`config.mk`:
```
export PLATFORM = sky130hd
export DESIGN_NAME = mac_pipe_n_flat
export DESIGN_NICKNAME = d
export VERILOG_FILES = /design/src/rtl/mac_pipe_n_if.sv /design/src/rtl/mac_pipe_n.sv /design/src/flat_wrapper.sv
export SDC_FILE = /design/constraint.sdc
export NUM_CORES = 1
export LEC_CHECK = 0
export CAP_MARGIN = 20
export CORE_ASPECT_RATIO = 1.4
export CORE_MARGIN = 3
export CORE_UTILIZATION = 55
export DETAILED_ROUTE_END_ITERATION = 12
export GPL_ROUTABILITY_DRIVEN = 0
export HOLD_SLACK_MARGIN = 0.03
export PLACE_DENSITY = 0.78
export SYNTH_ARGS = -nofsm -noshare
export SYNTH_HDL_FRONTEND = slang
export SYNTH_SLANG_ARGS = --single-unit
```
`constraint.sdc`:
```
create_clock -name clk -period 5.9 [get_ports clk]
set_clock_uncertainty 0.15 [all_clocks]
set_input_delay 0.885 -clock clk [delete_from_list [all_inputs] [get_ports clk]]
set_output_delay 0.885 -clock clk [all_outputs]
set_load 0.01 [all_outputs]
```
`src/rtl/mac_pipe_n_if.sv`:
```
// mac_pipe_n_if: input beat, output beat and accumulator status of mac_pipe_n.
// slave is the datapath side, master is the producer/consumer side.
interface mac_pipe_n_if #(
  parameter int DATA_W = 8,
  parameter int OUT_W  = 8,
  parameter int ACC_W  = 20
);
  logic [DATA_W-1:0] a;
  logic [DATA_W-1:0] b;
  logic [DATA_W-1:0] c;
  logic              mode;
  logic              clr;
  logic              in_valid;
  logic              in_ready;
  logic [OUT_W-1:0]  out_data;
  logic              out_valid;
  logic              out_ready;
  logic [ACC_W-1:0]  acc;
  logic              ovf;

  modport slave (
    input  a, b, c, mode, clr, in_valid, out_ready,
    output in_ready, out_data, out_valid, acc, ovf
  );

  modport master (
    output a, b, c, mode, clr, in_valid, out_ready,
    input  in_ready, out_data, out_valid, acc, ovf
  );
endinterface

```
`src/rtl/mac_pipe_n.sv`:
```
// mac_pipe_n: two-stage a*b+c / accumulate pipeline with valid/ready flow.
// Define MAC_PIPE_SAT_EN to saturate out_data and acc instead of wrapping.
module mac_pipe_n #(
  parameter int DATA_W = 8,
  parameter int OUT_W  = 8,
  parameter int ACC_W  = 20
) (
  input  logic         clk,
  input  logic         reset,
  mac_pipe_n_if.slave  bus
);
  localparam int PW = 2 * DATA_W;
  localparam int SW = PW + 1;
  localparam int NW = ACC_W + 1;

  logic [DATA_W-1:0] a_q, b_q, c_q;
  logic              mode_q, clr_q;
  logic              s1_valid_q, s1_valid_d;
  logic [OUT_W-1:0]  out_data_q, out_data_d;
  logic              out_valid_q, out_valid_d;
  logic [ACC_W-1:0]  acc_q, acc_d;
  logic              ovf_q, ovf_d;

  logic              s2_free, adv, accept;
  logic [PW-1:0]     prod;
  logic [SW-1:0]     sum0;
  logic [ACC_W-1:0]  base;
  logic [NW-1:0]     nsum;

  // in_ready looks straight through to out_ready so a full pipe
  // can still take a beat on the cycle it drains.
  assign s2_free      = !out_valid_q || bus.out_ready;
  assign adv          = s1_valid_q && s2_free;
  assign bus.in_ready = !s1_valid_q || s2_free;
  assign accept       = bus.in_valid && bus.in_ready;

  assign prod = PW'(a_q) * PW'(b_q);
  assign sum0 = SW'(prod) + SW'(c_q);
  assign base = clr_q ? '0 : acc_q;
  assign nsum = NW'(base) + NW'(prod);

  assign bus.out_data  = out_data_q;
  assign bus.out_valid = out_valid_q;
  assign bus.acc       = acc_q;
  assign bus.ovf       = ovf_q;

  always_comb begin
    s1_valid_d  = accept || (s1_valid_q && !adv);
    out_valid_d = adv || (out_valid_q && !bus.out_ready);
    out_data_d  = out_data_q;
    acc_d       = acc_q;
    ovf_d       = ovf_q;
    if (adv) begin
      if (!mode_q) begin
`ifdef MAC_PIPE_SAT_EN
        out_data_d = ((sum0 >> OUT_W) != '0) ? '1 : OUT_W'(sum0);
`else
        out_data_d = OUT_W'(sum0);
`endif
      end else begin
`ifdef MAC_PIPE_SAT_EN
        out_data_d = ((nsum >> OUT_W) != '0) ? '1 : OUT_W'(nsum);
        acc_d      = nsum[ACC_W] ? '1 : ACC_W'(nsum);
`else
        out_data_d = OUT_W'(nsum);
        acc_d      = ACC_W'(nsum);
`endif
        ovf_d      = (ovf_q && !clr_q) || nsum[ACC_W];
      end
    end
  end

  always_ff @(posedge clk or negedge reset) begin
    if (!reset) begin
      a_q         <= '0;
      b_q         <= '0;
      c_q         <= '0;
      mode_q      <= 1'b0;
      clr_q       <= 1'b0;
      s1_valid_q  <= 1'b0;
      out_data_q  <= '0;
      out_valid_q <= 1'b0;
      acc_q       <= '0;
      ovf_q       <= 1'b0;
    end else begin
      if (accept) begin
        a_q    <= bus.a;
        b_q    <= bus.b;
        c_q    <= bus.c;
        mode_q <= bus.mode;
        clr_q  <= bus.clr;
      end
      s1_valid_q  <= s1_valid_d;
      out_data_q  <= out_data_d;
      out_valid_q <= out_valid_d;
      acc_q       <= acc_d;
      ovf_q       <= ovf_d;
    end
  end
endmodule

```
`src/flat_wrapper.sv`:
```
// flat-port wrapper written by rule: the top's interface ports become plain ports
module mac_pipe_n_flat 
#(
  parameter int DATA_W = 8,
  parameter int OUT_W  = 8,
  parameter int ACC_W  = 20
)
  (clk, reset, bus_a, bus_b, bus_c, bus_mode, bus_clr, bus_in_valid, bus_out_ready, bus_in_ready, bus_out_data, bus_out_valid, bus_acc, bus_ovf);
  mac_pipe_n_if #(.DATA_W(DATA_W), .OUT_W(OUT_W), .ACC_W(ACC_W)) bus_i ();
  input  logic clk;
  input  logic reset;
  input wire logic [$bits(bus_i.a)-1:0] bus_a;
  input wire logic [$bits(bus_i.b)-1:0] bus_b;
  input wire logic [$bits(bus_i.c)-1:0] bus_c;
  input wire logic [$bits(bus_i.mode)-1:0] bus_mode;
  input wire logic [$bits(bus_i.clr)-1:0] bus_clr;
  input wire logic [$bits(bus_i.in_valid)-1:0] bus_in_valid;
  input wire logic [$bits(bus_i.out_ready)-1:0] bus_out_ready;
  output wire logic [$bits(bus_i.in_ready)-1:0] bus_in_ready;
  output wire logic [$bits(bus_i.out_data)-1:0] bus_out_data;
  output wire logic [$bits(bus_i.out_valid)-1:0] bus_out_valid;
  output wire logic [$bits(bus_i.acc)-1:0] bus_acc;
  output wire logic [$bits(bus_i.ovf)-1:0] bus_ovf;
  assign bus_i.a = bus_a;
  assign bus_i.b = bus_b;
  assign bus_i.c = bus_c;
  assign bus_i.mode = bus_mode;
  assign bus_i.clr = bus_clr;
  assign bus_i.in_valid = bus_in_valid;
  assign bus_i.out_ready = bus_out_ready;
  assign bus_in_ready = bus_i.in_ready;
  assign bus_out_data = bus_i.out_data;
  assign bus_out_valid = bus_i.out_valid;
  assign bus_acc = bus_i.acc;
  assign bus_ovf = bus_i.ovf;
  mac_pipe_n #(.DATA_W(DATA_W), .OUT_W(OUT_W), .ACC_W(ACC_W)) u_core (.clk(clk), .reset(reset), .bus(bus_i));
endmodule
```
==> flow_summary.ini, run 1 <==
[die]
die_height_um = 124
floorplan.die.width_um = 90.3
fp.dieArea_um2 = 11200
floorplan.initialDensity_pct = 57.2
row_count = 42
placeableCoreArea_um2 = 9560
pin_count = 61

[timing]
finalSetupViolCount = 0
totalNegativeSetupSlack_ns = 0
tightestPinTransition_ns = 0.766
period_minus_slack_ns = 5.70
timing.final.max_slew_violations = 0
max-slew-margin-rel_pct = 48.9
final.period_utilization_pct = 96.6
hold-worst-slack_ns = 0.335
max_freq_mhz = 176
report.final.hold_viol_count = 0

[global_route]
grt_pass1_vias = 4502
antenna_found_initial = 0
grt_start_max_net_pins = 58
grt_pass1_wl_um = 21200
grt_usage_pct = 23.8
globalRouteOverflowTotal = 0

[yosys]
synthesized_area_fraction_occupied_by_and_or_nand_nor_cells_pct = 17.5
synth_seq_area_share_pct = 26.1
syn-cell-area_um2 = 5470
ys.flop_type = dfrtp_1
synthMuxAreaShare_pct = 7.30
synth-warning-count = 0
netlist_instances = 569
synth_compound_area_share_pct = 12.1
synth_top_family_by_area = adder cells
yosys.cell_types.count = 53
post_synth_edffs = 0
average_cell_area_after_synthesis_um2 = 9.61
yosys_register_bits = 57
async_flop_share_pct = 100
synth-xor-area-share_pct = 4.97
mappedNetlistNets = 696
adder_cell_share_of_the_synthesized_area_pct = 27.4

[clocking]
clock-sinks = 57
cts.reportedPaths.clkPinSlew_ns = 0.05
cts_tree = built
clk_path_buf_depth = 2
cts_max_level = 3
worstSkewPairLatency_ns = 0.34
numCtsBuffers = 9
cts-hold-fix-buffers = 0
clock-root-buffer = clkbuf_16

[finish]
flow.area_growth_from_synthesis_pct = 21.9
post_layout_nonfiller_instances = 777
num-nets-final = 767
post_route_cells_drive_above_1_share_pct = 14.7
final_cell_mix = clkdlybuf4s50_1, and2_1, inv_1, ha_1
layout_commonest_cell = clkdlybuf4s50_1
insertedDiodeCount = 0

[min_path]
hold_depth = 1
holdCritPathClass = flop to flop

[detailed_routing]
highest-signal-layer = met4
drt_first_pass_iters = 4
wire_per_inst_um = 16.2
drtIter0Drc = 170
drt_drc_violations_left = 0
wl_um = 12600
drt.antenna.violating_nets = 0
num_vias = 4299
viasPerCell = 5.53
met1_length_um = 5130
dr_wl_met3_um = 562
dr_wl_met2_um = 6670

[place]
io_buffers = 60
dp_cells = 753
detailed_place_hpwl_um = 9240

[critical_path]
crit_path_frequent_cell = fa_1
timing.critical_path.from_type = flop
setup.worst_path.class = flop to flop
reg2regPathDepth = 21
worstPathCellList = buf_4 -> and2_1 -> fa_1 -> fa_1 -> fa_1 -> inv_1 -> fa_1 -> inv_1 -> ha_2 -> o21ai_2 -> o21ai_1 -> o211ai_1 -> nor2_1 -> nor2_1 -> xnor2_1 -> ha_2 -> a21oi_4 -> o21ai_0 -> or2_1 -> a221o_1 -> o21bai_1
critical_path_required_ns = 5.97
cp-end-kind = flop
timing.critical_path.arrival_ns = 5.77
critical-path-slowest-cell = fa_1
cp_slowest_stage_delay_ns = 0.56
biggest_fanout_along_the_worst_timing_path = 8

[outcome]
outcome = complete, no violations

[run]
max_cap_violations = 0
cell usage after synthesis (all sizes together) (2+ instances only):
master  number  share of area [%]
xor2        11                1.8
o21ai       28                2.6
a21o        11                1.5
or3          2               0.23
nor2b       24                2.9
inv         54                3.7
a211oi       4               0.87
clkbuf      11               0.76
o211ai       5               0.69
nor4         2               0.23
nand4        2               0.23
nand2b       5               0.57
a31oi        2               0.23
and2        55                6.3
ha          59                 14
fa          38                 14
o21a         2               0.27
a21oi       32                2.9
o21bai       6               0.89
mux2i        5               0.92
xnor2       20                3.2
nor3         4               0.37
nand3       11                1.0
mux2        31                6.4
nand2       45                3.1
dfrtp       57                 26
nor2        21                1.5
or2          4               0.46
buf          2               0.16
cell type report:
class / count / area [um2]
Clock inverter: 5 / 56.3
Sequential cell: 57 / 1440
Inverter: 54 / 203
Tap cell: 132 / 165
Fill cell: 743 / 2900
Timing Repair Buffer: 73 / 706
Clock buffer: 11 / 233
Multi-Input combinational cell: 445 / 3860
final timing paths:
check,startpoint,end,slack (ns)
setup / recovery,u_core.a_q[6],u_core.bus.acc[17],0.20
hold / removal,u_core.bus.out_data[6],u_core.bus.out_data[6],0.33
setup reg to reg,u_core.a_q[6],u_core.bus.acc[17],0.20
hold reg to reg,u_core.bus.out_data[6],u_core.bus.out_data[6],0.33
max in group asynchronous,reset,u_core.b_q[2],4.49
min in group asynchronous,reset,u_core.a_q[7],0.53
what timing repair did:
item / in CTS / in global routing
setup buffers: 0 / 8
resized for setup: 5 / 27
pin swaps: 1 / 11
endpoints found under the setup margin: 1 / 8
per-stage QoR:
step / instance area, um2 / worst slack [ns] / util (%)
after detailed placement: 6230 / 0.00276 / 65.2
after global placement: 6210 / 0.120 / 64.9
after CTS: 6530 / 0.0117 / 68.3
after global routing: 6660 / -0.0944 / 69.6
after floorplan: 5470 / 0.431 / -
final: 6660 / 0.203 / 69.6
metal layers:
layer / vias up / track usage [%]
li1: 2065 / -
met2: 107 / 42.9
met3: 19 / 4.35
met5: - / 0
met4: 0 / 8.52
met1: 2108 / 28.7
cells by family after synthesis:
logic type,Yosys count
AND/OR/NAND/NOR,179
flip-flops,57
multiplexers,36
XOR/XNOR,31
buffers and inverters,67
AO/OA/AOI/OAI,102
adder cells (fa/ha/maj),97
state kept, by name, summed over array words and instances (netlist names):
register and count:
u_core.bus.acc 20, u_core.mode_q 1, u_core.s1_valid_q 1, u_core.bus.out_data 8, u_core.bus.ovf 1, u_core.a_q 8
u_core.bus.out_valid 1, u_core.b_q 8, u_core.clr_q 1, u_core.c_q 8
critical path, delay by kind of cell (launching register included):
family                   cells  cell delay (ns)
adder cells (fa/ha/maj)      6             2.80
AO/OA/AOI/OAI                7             1.14
AND/OR/NAND/NOR              4             0.67
flip-flops                   1             0.38
buffers and inverters        3             0.26
XOR/XNOR                     1             0.16
Power of run 1 is left out: the tool's default activity adds up to more than one toggle a clock period on the data nets, which glitch-free logic cannot reach.
==> run 2: changes to the inputs <==
- CAP_MARGIN: 20 -> default
- GPL_ROUTABILITY_DRIVEN: 0 -> default
==> run 2 against run 1 <==
Effect of this change: core utilization decreased by 0.13 points; worst setup slack got worse by 0.011 ns; design area shrank 0.19%; non-clock buffer count grew 3; sequential share of layout area is essentially flat; worst hold slack worse by 0.0052 ns; global-route usage rose by 0.098 points; critical path depth shrank 1; maximum frequency down 0.19%; sequential cell count unchanged; largest cell class unchanged.
==> flow_summary.ini, run 2 (synthesized netlist as in run 1, its figures left out) <==
[outcome]
outcome = complete, no violations

[timing]
max-slew-margin-rel_pct = 51.1
totalNegativeSetupSlack_ns = 0
max_freq_mhz = 175
timing.final.ws_setup_ns = 0.193
finalSetupViolCount = 0
final.period_utilization_pct = 96.7
report.final.hold_viol_count = 0
timing.final.max_slew_violations = 0
period_minus_slack_ns = 5.71
tightestPinTransition_ns = 0.734

[critical_path]
worstPathCellList = and2_1 -> fa_1 -> fa_1 -> fa_1 -> inv_1 -> fa_1 -> inv_1 -> ha_2 -> or3_1 -> o211ai_1 -> nor2_1 -> nor2_1 -> xnor2_1 -> ha_2 -> a21oi_2 -> o21ai_1 -> o41ai_4 -> buf_4 -> nand3_1 -> o211ai_1
critical_path.n_buffers_inverters = 3
biggest_fanout_along_the_worst_timing_path = 6
cp_slowest_stage_delay_ns = 0.58
setup.worst_path.class = flop to flop
timing.critical_path.from_type = flop
path_delay_family = adder cells
critical-path-slowest-cell = fa_1
cp-end-kind = flop
crit_path_frequent_cell = fa_1
timing.critical_path.arrival_ns = 5.80
critical_path_required_ns = 6.00

[detailed_routing]
drtIter0Drc = 174
drt_drc_violations_left = 0
num_vias = 4298
viasPerCell = 5.52
drt_first_pass_iters = 5
wl_um = 12300
wire_per_inst_um = 15.8
drt.antenna.violating_nets = 0

[die]
floorplan.initialDensity_pct = 57.2
die_height_um = 124
row_count = 42
floorplan.die.width_um = 90.3
pin_count = 61
placeableCoreArea_um2 = 9560
fp.dieArea_um2 = 11200

[clocking]
cts-hold-fix-buffers = 0
clock-root-buffer = clkbuf_16
cts_max_level = 3
cts.reportedPaths.clkPinSlew_ns = 0.05
clock-sinks = 57
numCtsBuffers = 9
worstSkewPairLatency_ns = 0.34
cts_tree = built
clk_path_buf_depth = 2

[finish]
final_cell_mix = clkdlybuf4s50_1, and2_1, ha_1, inv_1, dfrtp_1
largest_register_ffs = 20
post_route_cells_drive_above_1_share_pct = 15.0
filler_cell_count = 732
layout_commonest_cell = clkdlybuf4s50_1
insertedDiodeCount = 0
flow.area_growth_from_synthesis_pct = 21.6
num-nets-final = 770

[place]
pre_cts_slack_ns = 0.00692
io_buffers = 60
detailed_place_hpwl_um = 9080
globalplace.congestion = 0.876

[global_route]
grt_usage_pct = 23.9
grt_start_max_net_pins = 58
globalRouteOverflowTotal = 0
antenna_found_initial = 0
grt_pass1_wl_um = 21300
grt_pass1_vias = 4529

[run]
max_cap_violations = 0

[min_path]
holdCritPathClass = flop to flop
==> run 2: final timing paths <==
| path | startpoint | end | slack, ns | cells past startpoint |
|---|---|---|---|---|
| max in group asynchronous | reset | u_core.a_q[2] | 4.52 | 2 |
| max | u_core.b_q[2] | u_core.bus.acc[16] | 0.19 | 20 |
| min in group asynchronous | reset | u_core.a_q[6] | 0.54 | 2 |
| min | u_core.bus.out_data[6] | u_core.bus.out_data[6] | 0.33 | 1 |
| max reg2reg | u_core.b_q[2] | u_core.bus.acc[16] | 0.19 | 20 |
| min reg2reg | u_core.bus.out_data[6] | u_core.bus.out_data[6] | 0.33 | 1 |
==> run 2: area by class of cell <==
cell class,instances,area (um2),area share [%]
clock buffers,10,239,3.59
multi-input cells,445,3830,57.7
well taps,132,165,2.48
inverters,54,203,3.05
flip-flops and latches,57,1440,21.7
clock inverters,5,56.3,0.847
repair buffers,76,711,10.7
==> run 2: metal layers <==
layer	vias to the layer above	GRT usage (%)	part of all wire [%]
met1	2099	28.0	41
met2	96	43.7	53
li1	2076	-	-
met4	0	9.00	2.2
met3	27	4.53	3.5
met5	-	0	0
==> run 2: per-stage QoR <==
stage          utilization [%]  area (um2)  hold slack (ns)  std cells
6_report                  69.5        6650            0.330        779
5_1_grt                   69.5        6650            0.350        779
4_1_cts                   68.2        6520            0.334        769
3_5_place_dp              65.1        6220            0.318        754
3_3_place_gp              65.1        6220            0.318        754
2_1_floorplan                -        5470            0.330        569
==> run 2: timing repair <==
item	4_1_cts	5_1_grt
gates resized for setup	1	31
pin swaps	0	16
endpoints found under the setup margin	1	8
endpoints found under the hold margin	0	0
buffers inserted	0	10
Power of run 2 is left out for the same reason.
==> run 3: changes to the inputs <==
- CORE_UTILIZATION: 55 -> 39
- PLACE_DENSITY: 0.78 -> default
- SLEW_MARGIN: default -> 5
==> run 3 against run 2 <==
Effect of this change: worst setup slack gained 0.052 ns; first-iteration DRC count shrank 51%; largest cell class unchanged; sequential share of layout area shrank 0.36 points; design area grew 1.5%; die area grew 38%; maximum frequency grew 0.91%; routed wire length grew 4.0%; core utilization shrank 20 points; sequential cell count is the same.
==> flow_summary.ini, run 3 (synthesized netlist as in run 1, its figures left out) <==
[timing]
tightestPinTransition_ns = 0.765
hold-worst-slack_ns = 0.336
timing.final.max_slew_violations = 0
report.final.hold_viol_count = 0
period_minus_slack_ns = 5.66
max_freq_mhz = 177
totalNegativeSetupSlack_ns = 0
final.period_utilization_pct = 95.9
max-slew-margin-rel_pct = 49.0
finalSetupViolCount = 0

[global_route]
global_route.usage.met2_pct = 30.4
grt_start_max_net_pins = 58
grt_pass1_wl_um = 21500
antenna_found_initial = 0
globalRouteOverflowTotal = 0
grtUsageMet3_pct = 3.32
grt_pass1_vias = 4537
global_route.usage.met1_pct = 21.1
grt_usage_pct = 17.3
grt.busiest_layer = met2

[detailed_routing]
drt_first_pass_iters = 4
drt_drc_violations_left = 0
drtIter0Drc = 86
wl_um = 12800
wire_per_inst_um = 15.4
num_vias = 4223
drt.antenna.violating_nets = 0
viasPerCell = 5.08

[run]
max_cap_violations = 0

[finish]
utilization_pct = 49.7
filler_cell_count = 1279
post_route_cells_drive_above_1_share_pct = 15.5
insertedDiodeCount = 0
flow.area_growth_from_synthesis_pct = 23.5
largest_register_ffs = 20
final_cell_mix = clkdlybuf4s50_1, ha_1, and2_1, inv_1, dfrtp_1
layout_commonest_cell = clkdlybuf4s50_1
num-nets-final = 773

[critical_path]
critPathLaunch = u_core.b_q[4]
worstPathCellList = clkbuf_2 -> nand2_1 -> fa_1 -> fa_1 -> inv_1 -> fa_1 -> inv_1 -> fa_1 -> inv_1 -> ha_1 -> o21a_1 -> o31a_1 -> o21ai_0 -> xnor2_1 -> ha_1 -> a21o_1 -> a21oi_1 -> o21ai_0 -> or2_1 -> a221o_1 -> o21bai_1
cp-end-kind = flop
reg2regPathDepth = 21
crit_path_end = u_core.bus.acc[17]
timing.critical_path.arrival_ns = 5.72
biggest_fanout_along_the_worst_timing_path = 6
rrSetupSlack_ns = 0.24
cp_slowest_stage_delay_ns = 0.54
setup.worst_path.class = flop to flop
r2r-start = u_core.b_q[4]
timing.critical_path.from_type = flop
critical_path_required_ns = 5.96
timing.rr.end = u_core.bus.acc[17]
critical-path-slowest-cell = fa_1
crit_path_frequent_cell = fa_1

[place]
globalplace.congestion = 0.864
io_buffers = 60
detailed_place_hpwl_um = 9730

[clocking]
worstSkewPairLatency_ns = 0.34
clock-sinks = 57
cts_tree = built
cts.reportedPaths.clkPinSlew_ns = 0.05
numCtsBuffers = 9
cts_max_level = 3
clk_path_buf_depth = 2
clock-root-buffer = clkbuf_16

[die]
pin_count = 61
fp.dieArea_um2 = 15500
floorplan.initialDensity_pct = 40.3
row_count = 50
die_height_um = 146
placeableCoreArea_um2 = 13600
floorplan.die.width_um = 106

[min_path]
holdCritPathClass = flop to flop

[outcome]
outcome = complete, no violations
## run 3: cell count changes in the layout (fill, tap and decap cells not counted), sizes merged
cell	before	now
clkbuf	12	15
bufinv	1	0
clkinv	3	1
buf	15	18
## run 3: how the worst min path moves through the flow
stage                                 from                endpoint  slack [ns]  cells past startpoint
floorplan                u_core.s1_valid_q    u_core.bus.out_valid        0.33                      1
global placement    u_core.bus.out_data[6]  u_core.bus.out_data[6]        0.32                      1
detailed placement  u_core.bus.out_data[6]  u_core.bus.out_data[6]        0.31                      1
CTS                 u_core.bus.out_data[2]  u_core.bus.out_data[2]        0.34                      1
global route        u_core.bus.out_data[6]  u_core.bus.out_data[6]        0.35                      1
finish              u_core.bus.out_data[6]  u_core.bus.out_data[6]        0.34                      1
## run 3: cell type report
cell class                 instances  area (um2)  share of cell area, %
multi-input combinational        445        3860                   57.2
sequential                        57        1440                   21.3
timing repair buffer              79         733                   10.9
clock buffer                      13         270                   4.00
tap                              182         228                   3.37
inverter                          54         203                   3.00
clock inverter                     2        12.5                  0.185
## run 3: layer usage
metal / vias up / wire length, um
li1: 2070 / -
met3: 21 / 345
met2: 66 / 6610
met4: 0 / 323
met5: - / 0
met1: 2066 / 5550
## run 3: stage by stage
step / instance area [um2] / setup WS [ns] / std cells
finish: 6750 / 0.244 / 832
global route: 6750 / -0.00729 / 832
CTS: 6610 / 0.00468 / 822
detailed placement: 6300 / -0.0667 / 806
global placement: 6300 / 0.0952 / 806
floorplan: 5470 / 0.431 / 569
## run 3: what timing repair did
item	in CTS	in global routing
pin swaps	2	19
hold buffers	0	0
setup buffers	1	10
endpoints found under the setup margin	1	7
gates resized for setup	8	24
## run 3: critical path, delay by kind of cell (launching register included)
| kind | cells | cell delay, ns |
|---|---|---|
| AOI/OAI and AO/OA | 8 | 1.41 |
| xor gates and xnor gates | 1 | 0.14 |
| and+or+nand+nor | 2 | 0.32 |
| DFF | 1 | 0.41 |
| buffers and inverters | 4 | 0.33 |
| adders and majority gates | 6 | 2.80 |
Power of run 3 is left out for the same reason.
